### src/rtl/snake_vga_pkg.sv
// Shared screen geometry, colour constants and arbiter state type for the snake VGA path.
package snake_vga_pkg;

   localparam int SCREEN_W = 160;
   localparam int SCREEN_H = 120;

   localparam logic [2:0] BLACK = 3'b000;
   localparam logic [2:0] WHITE = 3'b111;
   localparam logic [2:0] RED   = 3'b100;
   localparam logic [2:0] GREEN = 3'b010;

   typedef enum logic {
      ARB,
      CLEAR
   } arb_state_t;

endpackage

### src/rtl/screen_sweep.sv
// Raster counter that walks every pixel once, x fastest, one pixel per cycle.
// Shared by the clear engine and the game-over fill.
module screen_sweep
   import snake_vga_pkg::*;
#(
   parameter int W = SCREEN_W,
   parameter int H = SCREEN_H
) (
   input  logic       clk,
   input  logic       rst,
   input  logic       start,
   output logic [7:0] x,
   output logic [6:0] y,
   output logic       busy,
   output logic       last,
   output logic       done
);

   localparam logic [7:0] X_LAST = 8'(W - 1);
   localparam logic [6:0] Y_LAST = 7'(H - 1);

   logic [7:0] x_reg;
   logic [6:0] y_reg;
   logic       busy_reg;
   logic       done_reg;

   always_ff @(posedge clk) begin
      if (!rst) begin
         x_reg    <= '0;
         y_reg    <= '0;
         busy_reg <= 1'b0;
         done_reg <= 1'b0;
      end else begin
         done_reg <= 1'b0;
         if (busy_reg) begin
            if (x_reg == X_LAST) begin
               x_reg <= '0;
               if (y_reg == Y_LAST) begin
                  y_reg    <= '0;
                  busy_reg <= 1'b0;
                  done_reg <= 1'b1;
               end else begin
                  y_reg <= y_reg + 7'd1;
               end
            end else begin
               x_reg <= x_reg + 8'd1;
            end
         end else if (start) begin
            // A start while already sweeping is deliberately ignored.
            x_reg    <= '0;
            y_reg    <= '0;
            busy_reg <= 1'b1;
         end
      end
   end

   assign x    = x_reg;
   assign y    = y_reg;
   assign busy = busy_reg;
   assign last = busy_reg && (x_reg == X_LAST) && (y_reg == Y_LAST);
   assign done = done_reg;

endmodule

### src/rtl/vga_plot_arbiter.sv
// Round-robin share of the VGA adapter write port with a built-in full-screen clear.
// Optional build macro PLOT_CLIP_EN suppresses writes of granted off-screen pixels.
module vga_plot_arbiter #(
   parameter int         NUM_REQ   = 3,
   parameter int         SCREEN_W  = snake_vga_pkg::SCREEN_W,
   parameter int         SCREEN_H  = snake_vga_pkg::SCREEN_H,
   parameter logic [2:0] BG_COLOUR = snake_vga_pkg::BLACK
) (
   input  logic                 clk,
   input  logic                 rst,
   input  logic [NUM_REQ-1:0]   req,
   input  logic [8*NUM_REQ-1:0] req_x,
   input  logic [7*NUM_REQ-1:0] req_y,
   input  logic [3*NUM_REQ-1:0] req_colour,
   output logic [NUM_REQ-1:0]   gnt,
   input  logic                 clear_go,
   output logic                 clear_busy,
   output logic                 clear_done,
   output logic [7:0]           x,
   output logic [6:0]           y,
   output logic [2:0]           colour,
   output logic                 writeEn
);

   import snake_vga_pkg::arb_state_t;
   import snake_vga_pkg::ARB;
   import snake_vga_pkg::CLEAR;

   localparam int IDX_W = (NUM_REQ > 1) ? $clog2(NUM_REQ) : 1;
   localparam int CW    = IDX_W + 1;

   arb_state_t       state_reg;
   logic [IDX_W-1:0] ptr_reg;
   logic [7:0]       x_reg;
   logic [6:0]       y_reg;
   logic [2:0]       colour_reg;
   logic             we_reg;
   logic             clear_busy_reg;
   logic             clear_done_reg;
   logic             drain_reg;

   logic [7:0] rx [NUM_REQ];
   logic [6:0] ry [NUM_REQ];
   logic [2:0] rc [NUM_REQ];

   for (genvar gi = 0; gi < NUM_REQ; gi++) begin : g_unpack
      assign rx[gi] = req_x[8*gi +: 8];
      assign ry[gi] = req_y[7*gi +: 7];
      assign rc[gi] = req_colour[3*gi +: 3];
   end

   // ptr_reg is the index where the next search begins (last granted + 1).
   logic [IDX_W-1:0] sel_idx;
   logic             sel_valid;
   logic [CW-1:0]    cand;

   always_comb begin
      sel_idx   = '0;
      sel_valid = 1'b0;
      cand      = '0;
      for (int k = 0; k < NUM_REQ; k++) begin
         cand = {1'b0, ptr_reg} + CW'(k);
         if (cand >= CW'(NUM_REQ)) cand = cand - CW'(NUM_REQ);
         if (!sel_valid && req[cand[IDX_W-1:0]]) begin
            sel_valid = 1'b1;
            sel_idx   = cand[IDX_W-1:0];
         end
      end
   end

   logic arb_go;
   assign arb_go = rst && (state_reg == ARB) && !clear_go && sel_valid;

   for (genvar gi = 0; gi < NUM_REQ; gi++) begin : g_gnt
      assign gnt[gi] = arb_go && (sel_idx == IDX_W'(gi));
   end

   logic [7:0] sel_x;
   logic [6:0] sel_y;
   logic [2:0] sel_c;
   assign sel_x = rx[sel_idx];
   assign sel_y = ry[sel_idx];
   assign sel_c = rc[sel_idx];

   logic       sweep_start;
   logic [7:0] sweep_x;
   logic [6:0] sweep_y;
   logic       sweep_busy;
   logic       sweep_last;
   logic       sweep_done;

   assign sweep_start = (state_reg == ARB) && clear_go;

   screen_sweep #(
      .W (SCREEN_W),
      .H (SCREEN_H)
   ) u_sweep (
      .clk   (clk),
      .rst   (rst),
      .start (sweep_start),
      .x     (sweep_x),
      .y     (sweep_y),
      .busy  (sweep_busy),
      .last  (sweep_last),
      .done  (sweep_done)
   );

   always_ff @(posedge clk) begin
      if (!rst) begin
         state_reg      <= ARB;
         ptr_reg        <= '0;
         x_reg          <= '0;
         y_reg          <= '0;
         colour_reg     <= '0;
         we_reg         <= 1'b0;
         clear_busy_reg <= 1'b0;
         clear_done_reg <= 1'b0;
         drain_reg      <= 1'b0;
      end else begin
         // drain_reg marks the cycle the final sweep pixel sits on the port.
         drain_reg      <= sweep_last;
         clear_done_reg <= drain_reg;
         clear_busy_reg <= sweep_busy;
         case (state_reg)
            ARB: begin
               if (clear_go) begin
                  state_reg <= CLEAR;
                  we_reg    <= 1'b0;
               end else if (sel_valid) begin
                  ptr_reg <= (sel_idx == IDX_W'(NUM_REQ - 1)) ? '0 : sel_idx + 1'b1;
`ifdef PLOT_CLIP_EN
                  if ((int'(sel_x) >= SCREEN_W) || (int'(sel_y) >= SCREEN_H)) begin
                     we_reg <= 1'b0;
                  end else begin
                     x_reg      <= sel_x;
                     y_reg      <= sel_y;
                     colour_reg <= sel_c;
                     we_reg     <= 1'b1;
                  end
`else
                  x_reg      <= sel_x;
                  y_reg      <= sel_y;
                  colour_reg <= sel_c;
                  we_reg     <= 1'b1;
`endif
               end else begin
                  we_reg <= 1'b0;
               end
            end
            CLEAR: begin
               if (sweep_busy) begin
                  x_reg      <= sweep_x;
                  y_reg      <= sweep_y;
                  colour_reg <= BG_COLOUR;
                  we_reg     <= 1'b1;
               end else begin
                  we_reg <= 1'b0;
               end
               if (sweep_done) state_reg <= ARB;
            end
            default: state_reg <= ARB;
         endcase
      end
   end

   assign x          = x_reg;
   assign y          = y_reg;
   assign colour     = colour_reg;
   assign writeEn    = we_reg;
   assign clear_busy = clear_busy_reg;
   assign clear_done = clear_done_reg;

endmodule

### config.mk
export PLATFORM = sky130hd
export DESIGN_NAME = vga_plot_arbiter
export DESIGN_NICKNAME = d
export VERILOG_FILES = /design/src/rtl/snake_vga_pkg.sv /design/src/rtl/screen_sweep.sv /design/src/rtl/vga_plot_arbiter.sv
export SDC_FILE = /design/constraint.sdc
export NUM_CORES = 1
export LEC_CHECK = 0
export CAP_MARGIN = 20
export CORE_MARGIN = 10
export CORE_UTILIZATION = 57
export CTS_CLUSTER_DIAMETER = 100
export CTS_CLUSTER_SIZE = 14
export DETAILED_ROUTE_END_ITERATION = 10
export DONT_BUFFER_PORTS = 1
export PLACE_DENSITY = 0.73
export REMOVE_ABC_BUFFERS = 1
export SLEW_MARGIN = 20
export SYNTH_ARGS = -nofsm -noshare
export SYNTH_HDL_FRONTEND = slang
export SYNTH_SLANG_ARGS = --single-unit
### constraint.sdc
create_clock -name clk -period 2.1 [get_ports clk]
set_input_delay 0.21 -clock clk [delete_from_list [all_inputs] [get_ports clk]]
set_output_delay 0.21 -clock clk [all_outputs]
set_load 0.02 [all_outputs]
After elaboration in Yosys (flattened, before gate mapping):

Cells that the tools add are included.
W data, S select, Z words.

* output and inout bits: 24
* register bits after elaboration: 42
* memories: 0
* ROM bits: 0
* bits of input ports: 60
* RAM bits: 0
* latch bits: 0

* bitwise logic cells: 3
* mux-type cells: 56
* shift-type cells: 0
* $lt $le $gt $ge: 7
* add/sub/neg operators: 8
* multipliers: 0
* divide/modulo/power cells: 0
* eq/ne operators: 8
* reduce and logical (&&, ||, !) cells: 20

Operators by type and width (count)
* $mux W8: 8
* $mux W7: 9
* $bmux W8 S2: 1
* $mux W1: 16
* $pmux W8 S2: 1
* $mux W3: 5
* $bmux W7 S2: 1
* $mux W2: 7
* $pmux W7 S2: 1
* $logic_and A1 B1 Y1: 11
* $lt A2 B3 Y1 const B: 3
* $reduce_and A3 Y1: 3
* $add A8 B1 Y8 const B: 1
* $eq A8 B8 Y1 const B: 1
* $add A7 B1 Y7 const B: 1
* $eq A7 B7 Y1 const B: 1
* $bmux W1 S2: 3
* $bmux W3 S2: 1
* $ge A3 B2 Y1 const B: 2
* $ne A2 B2 Y1 const B: 3
* $pmux W3 S2: 1
* $sub A2 B2 Y2 const B: 3
* $pmux W1 S2: 2
* $add A2 B1 Y3 const B: 1
* other kinds (13): 16

Longest topological paths before layout:

* depth in word-level cells: 18
* mapped depth: 11

Hierarchy:

Synthesis repeated with hierarchy kept, for this count alone.

* cell total of the unflattened synthesis: 336
* area total of the unflattened synthesis: 2671.3 um^2

Modules (own cells, without submodules)
* vga_plot_arbiter: times used 1, area each 1774.2 um^2, cells each 229
* screen_sweep: times used 1, area each 897.1 um^2, cells each 107

Worst setup path after synthesis:

No wires, ideal clock.

* kind: register to output
* start point: reg ptr_reg[0]
* end point: out gnt[1]
* cell stages (with the launch flop): 10
* setup slack: -0.335 ns
* arrival time: 2.225 ns
* required time: 1.890 ns
* buffers on the path: 2
* path through: dfxtp_1 inv_1 ha_1 buf_4 mux2i_1 o22a_1 a211oi_2 or2_2 buf_4 nor2_1

* word-level cells in the longest chain between the ends: 13
* elaborated cells between the ends (all ways): 30
* those cells by class: 5 x add/sub; 3 x order compare; 1 x eq/ne; 15 x mux; 6 x reduce/logical

RTL lines
* from (decl): line vga_plot_arbiter.sv:33 `logic [IDX_W-1:0] ptr_reg;`
* from (signal assigned): line vga_plot_arbiter.sv:130 `ptr_reg <= (sel_idx == IDX_W'(NUM_REQ - 1)) ? '0 : sel_idx + 1'b1;`
* parallel branches: the longest is 12 deep, another holds $add A2 B1 Y3
* $logic_and A1 B1 Y1 *: line vga_plot_arbiter.sv:75 `assign gnt[gi] = arb_go && (sel_idx == IDX_W'(gi));`
* to (decl): line vga_plot_arbiter.sv:15 `output logic [NUM_REQ-1:0] gnt,`

Mark *: on every way between the ends. The select of a mux whose other input is x is not followed.

Final worst setup path:

* start point: reg ptr_reg[0]
* end point: out gnt[0]

* word-level cells in the longest chain between the ends: 13
* elaborated cells between the ends (all ways): 30
* those cells by class: 5 x add/sub; 3 x order compare; 15 x mux; 7 x reduce/logical

RTL lines (line)
* parallel branches: the longest is 12 deep, another holds $add A2 B1 Y3
* $logic_and A1 B1 Y1 *: vga_plot_arbiter.sv:75

Marks and branches as above.

==> summary.txt <==
Cells and area
  • Synth-to-layout area growth: 35.2%
  • ANT cells: 0
  • Layout cells sized above 1: 34.5%
  • Final instance area: about 3500 um^2
  • NumNets Final: between 400 and 500

Worst setup path
  • Critical Path AT: 2.42 ns
  • Crit path required time: 1.89 ns
  • Worst Path Class, Setup: reg -> out
  • Crit start category: register
  • Critical Path Fanout Max: 4
  • CP Capture Type: output pin

Yosys
  • Netlist cell types: 50
  • Register area share after synthesis: 32.8%
  • Avg Synthesized Cell Area: ~8 um^2
  • Synth Register Bits: 42
  • Mapped cell area: roughly 2600 um^2
  • Dominant synthesized flop cell: dfxtp_1
  • Async SR Flop Fraction: 0%
  • Post-synth EDFFs: 0
  • Ys Warns: 0
  • Synth Instances: around 310

Clock network
  • Longest Clk Path Bufs: 2
  • Cts bufs inserted: 5
  • Hold buffers post-CTS: 0
  • H-tree depth: 2
  • Clk_lat worst skew: ~0.3 ns
  • Clock Pin Slew Worst Setup and Hold Paths: approximately 0.08 ns
  • CTS tree: built
  • Clock Sinks: 42
  • CTS root buffer: clkbuf_8

Timing
  • Fin crit period: about 2.6 ns
  • Hold Fails Final Rpt: 0
  • Worst-Margin Slew: 0.412 ns
  • TNS Setup: -7.14 ns
  • Maximum clock rate: around 380 MHz
  • Final setup viols: 24
  • Fin worst setup slack: -0.528 ns
  • Fin crit share: 125%
  • Max transition margin: around 72%
  • RSZ-0062 raised after global routing: yes
  • Max Clock Skew: between 0.004 and 0.005 ns
  • Final hold slack: between 0.02 and 0.03 ns
  • Pins Over Slew Limit: 0

Pwr
  • Pwr Total: about 2.9 mW
  • Sequential share of power: between 30% and 40%
  • Pwr Density: between 800 and 900 nW/um^2
  • Psw: roughly 1.1 mW
  • Leakage Power: between 1 and 1.5 nW
  • Sw Share: approximately two fifths
  • Combinational share of power: between 40 and 50%
  • VDD IR max: ~0.00048 V
  • Clock Power Share: between 10% and 20%
  • Power Internal: 1.78 mW

Placement
  • Pre-CTS WS: -0.429 ns
  • Post-DP Area: 2860 um^2
  • HPWL Detailed: approximately 6000 um
  • Final RePlAce weighted congestion: approximately 0.89
  • Port Buffers: 0

Route
  • Vias/cell: around 6.5
  • Vias: about 2700
  • TritonRoute pass-1 iters: 4
  • Wire length per cell: 22.0 um
  • DRT iter0 DRCs: a little under 200
  • Routed WL: 9100 um
  • Remaining routing DRC violations: 0
  • Detail Route Antenna Nets: 0

GRT
  • GRT met1 Usage: between 20% and 30%
  • Total GRT Usage: between 20% and 30%
  • Initial antenna violation count: 0
  • Grt met2 use: 37.1%
  • Largest net degree at the start of global routing: 20
  • GRT Residual Overflow: 0
  • GRT met3 Usage: 8.33%
  • Vias in the first global route: ~2600
  • First-pass GRT wire length: 13500 um
  • Gr busiest metal: met2

Hold path
  • Worst hold-check path type: in -> reg

Die
  • Initial core utilization: 58.8%
  • # rows: 24
  • IO Pins: 84
  • Die height: 87.0 um
  • DIE AREA: 7570 um^2
  • Die Span X: ~87 um
  • Core area: 4350 um^2

Outcome
  • Failing checks: negative setup slack
  • Status: finished, violations left

Job
  • Max-Cap Viols: 0
stage by stage:
stage                     utilization (%)  std cells
after floorplan                         -        291
after global placement               65.7        385
after detailed placement             65.7        385
after CTS                            75.7        408
after global routing                 79.5        414
final                                79.5        414
power groups by stage:
stage / Clock, mW / Combinational, mW / Sequential (mW)
3_3_place_gp: 0 / 0.891 / 1.00
2_1_floorplan: 0 / 0.536 / 0.991
5_1_grt: 0.543 / 1.46 / 0.999
4_1_cts: 0.512 / 1.20 / 0.991
3_5_place_dp: 0 / 0.912 / 1.00
6_report: 0.513 / 1.37 / 0.993
area by class of cell:
| cell class | instances | area, um^2 |
|---|---|---|
| well taps | 52 | 65.1 |
| repair buffers | 63 | 581 |
| clock buffers | 6 | 72.6 |
| inverters | 9 | 33.8 |
| flip-flops and latches | 42 | 847 |
| multi-input cells | 241 | 1860 |
| fillers | 272 | 892 |
| clock inverters | 1 | 7.51 |
critical path: stages, from the launching register on:
cell and delay [ns]:
dfxtp_2 0.38, inv_2 0.08, ha_4 0.26, mux2i_2 0.16, o22a_1 0.23, buf_6 0.13
a311oi_4 0.31, buf_4 0.19, nand3_4 0.07, nor2b_1 0.13, buf_4 0.15
routing by layer:
metal | vias up | share of wire (%)
met4 | 0 | 4.0
met2 | 130 | 50
met5 | - | 0
met1 | 1269 | 36
li1 | 1252 | -
met3 | 29 | 9.9
path summary, 6_finish.rpt:
path                              endpoint          from  depth (start not counted)  slack, ns
worst min register to register   state_reg  u_sweep.done                          1       0.42
worst min-delay path            clear_done           rst                          1       0.03
worst max-delay path                gnt[0]    ptr_reg[0]                         10      -0.53
worst max register to register        y[6]    ptr_reg[1]                         11      -0.37
cell usage after synthesis, types with 3 or more instances:
cell type  number  area, um^2
dfxtp_1        42         841
o31ai_1        26         195
nand2_1        25        93.8
nor2_1         23        86.3
nand2b_1       20         125
nor3b_1        18         135
o21ai_0        17        85.1
a211oi_1       16         120
a21oi_1        16        80.1
clkbuf_1        9        33.8
inv_1           9        33.8
mux2i_1         7        70.1
nand3_1         7        35.0
and3_1          6        37.5
ha_1            6        75.1
a22oi_1         5        37.5
buf_2           5        25.0
and2_1          4        25.0
buf_4           4        30.0
nand3b_1        4        30.0
a32oi_1         3        26.3
nor2b_1         3        18.8
nor3_1          3        15.0
or3_1           3        18.8
kinds of logic (layout without fill, tap and decap cells):
family / count (synthesis) / count (layout) / synth area share, %
fa+ha+maj: 6 / 6 / 2.93
flops: 42 / 42 / 32.8
simple gates: 128 / 129 / 28.1
buf+inv: 30 / 79 / 5.52
mux: 9 / 9 / 3.91
compound gates: 97 / 97 / 26.7
cell usage in the layout (no fill, tap or decap), drive strengths merged, types with 2 or more instances in the layout:
cell and count:
nor2b 3, nor4 2, or2 3, nand3b 4, a211oi 17, nand3 7, nand2 25, o31ai 26
and2 4, clkbuf 7, ha 6, mux2i 7, o32ai 2, mux2 2, buf 62, or3 3
inv 9, a32oi 3, nor2 23, o21ai 17, a22oi 5, nand2b 22, a21oi 16, nor3 4
dfxtp 42, and3 6, a311oi 2, nor3b 19
timing repair:
action                     CTS  global route
pin swaps                   16            11
cloned                       1             2
setup endpoints to repair   24            26
gates resized for setup     51            26
buffers inserted            18             6
Power figures use the tool's default switching activity.
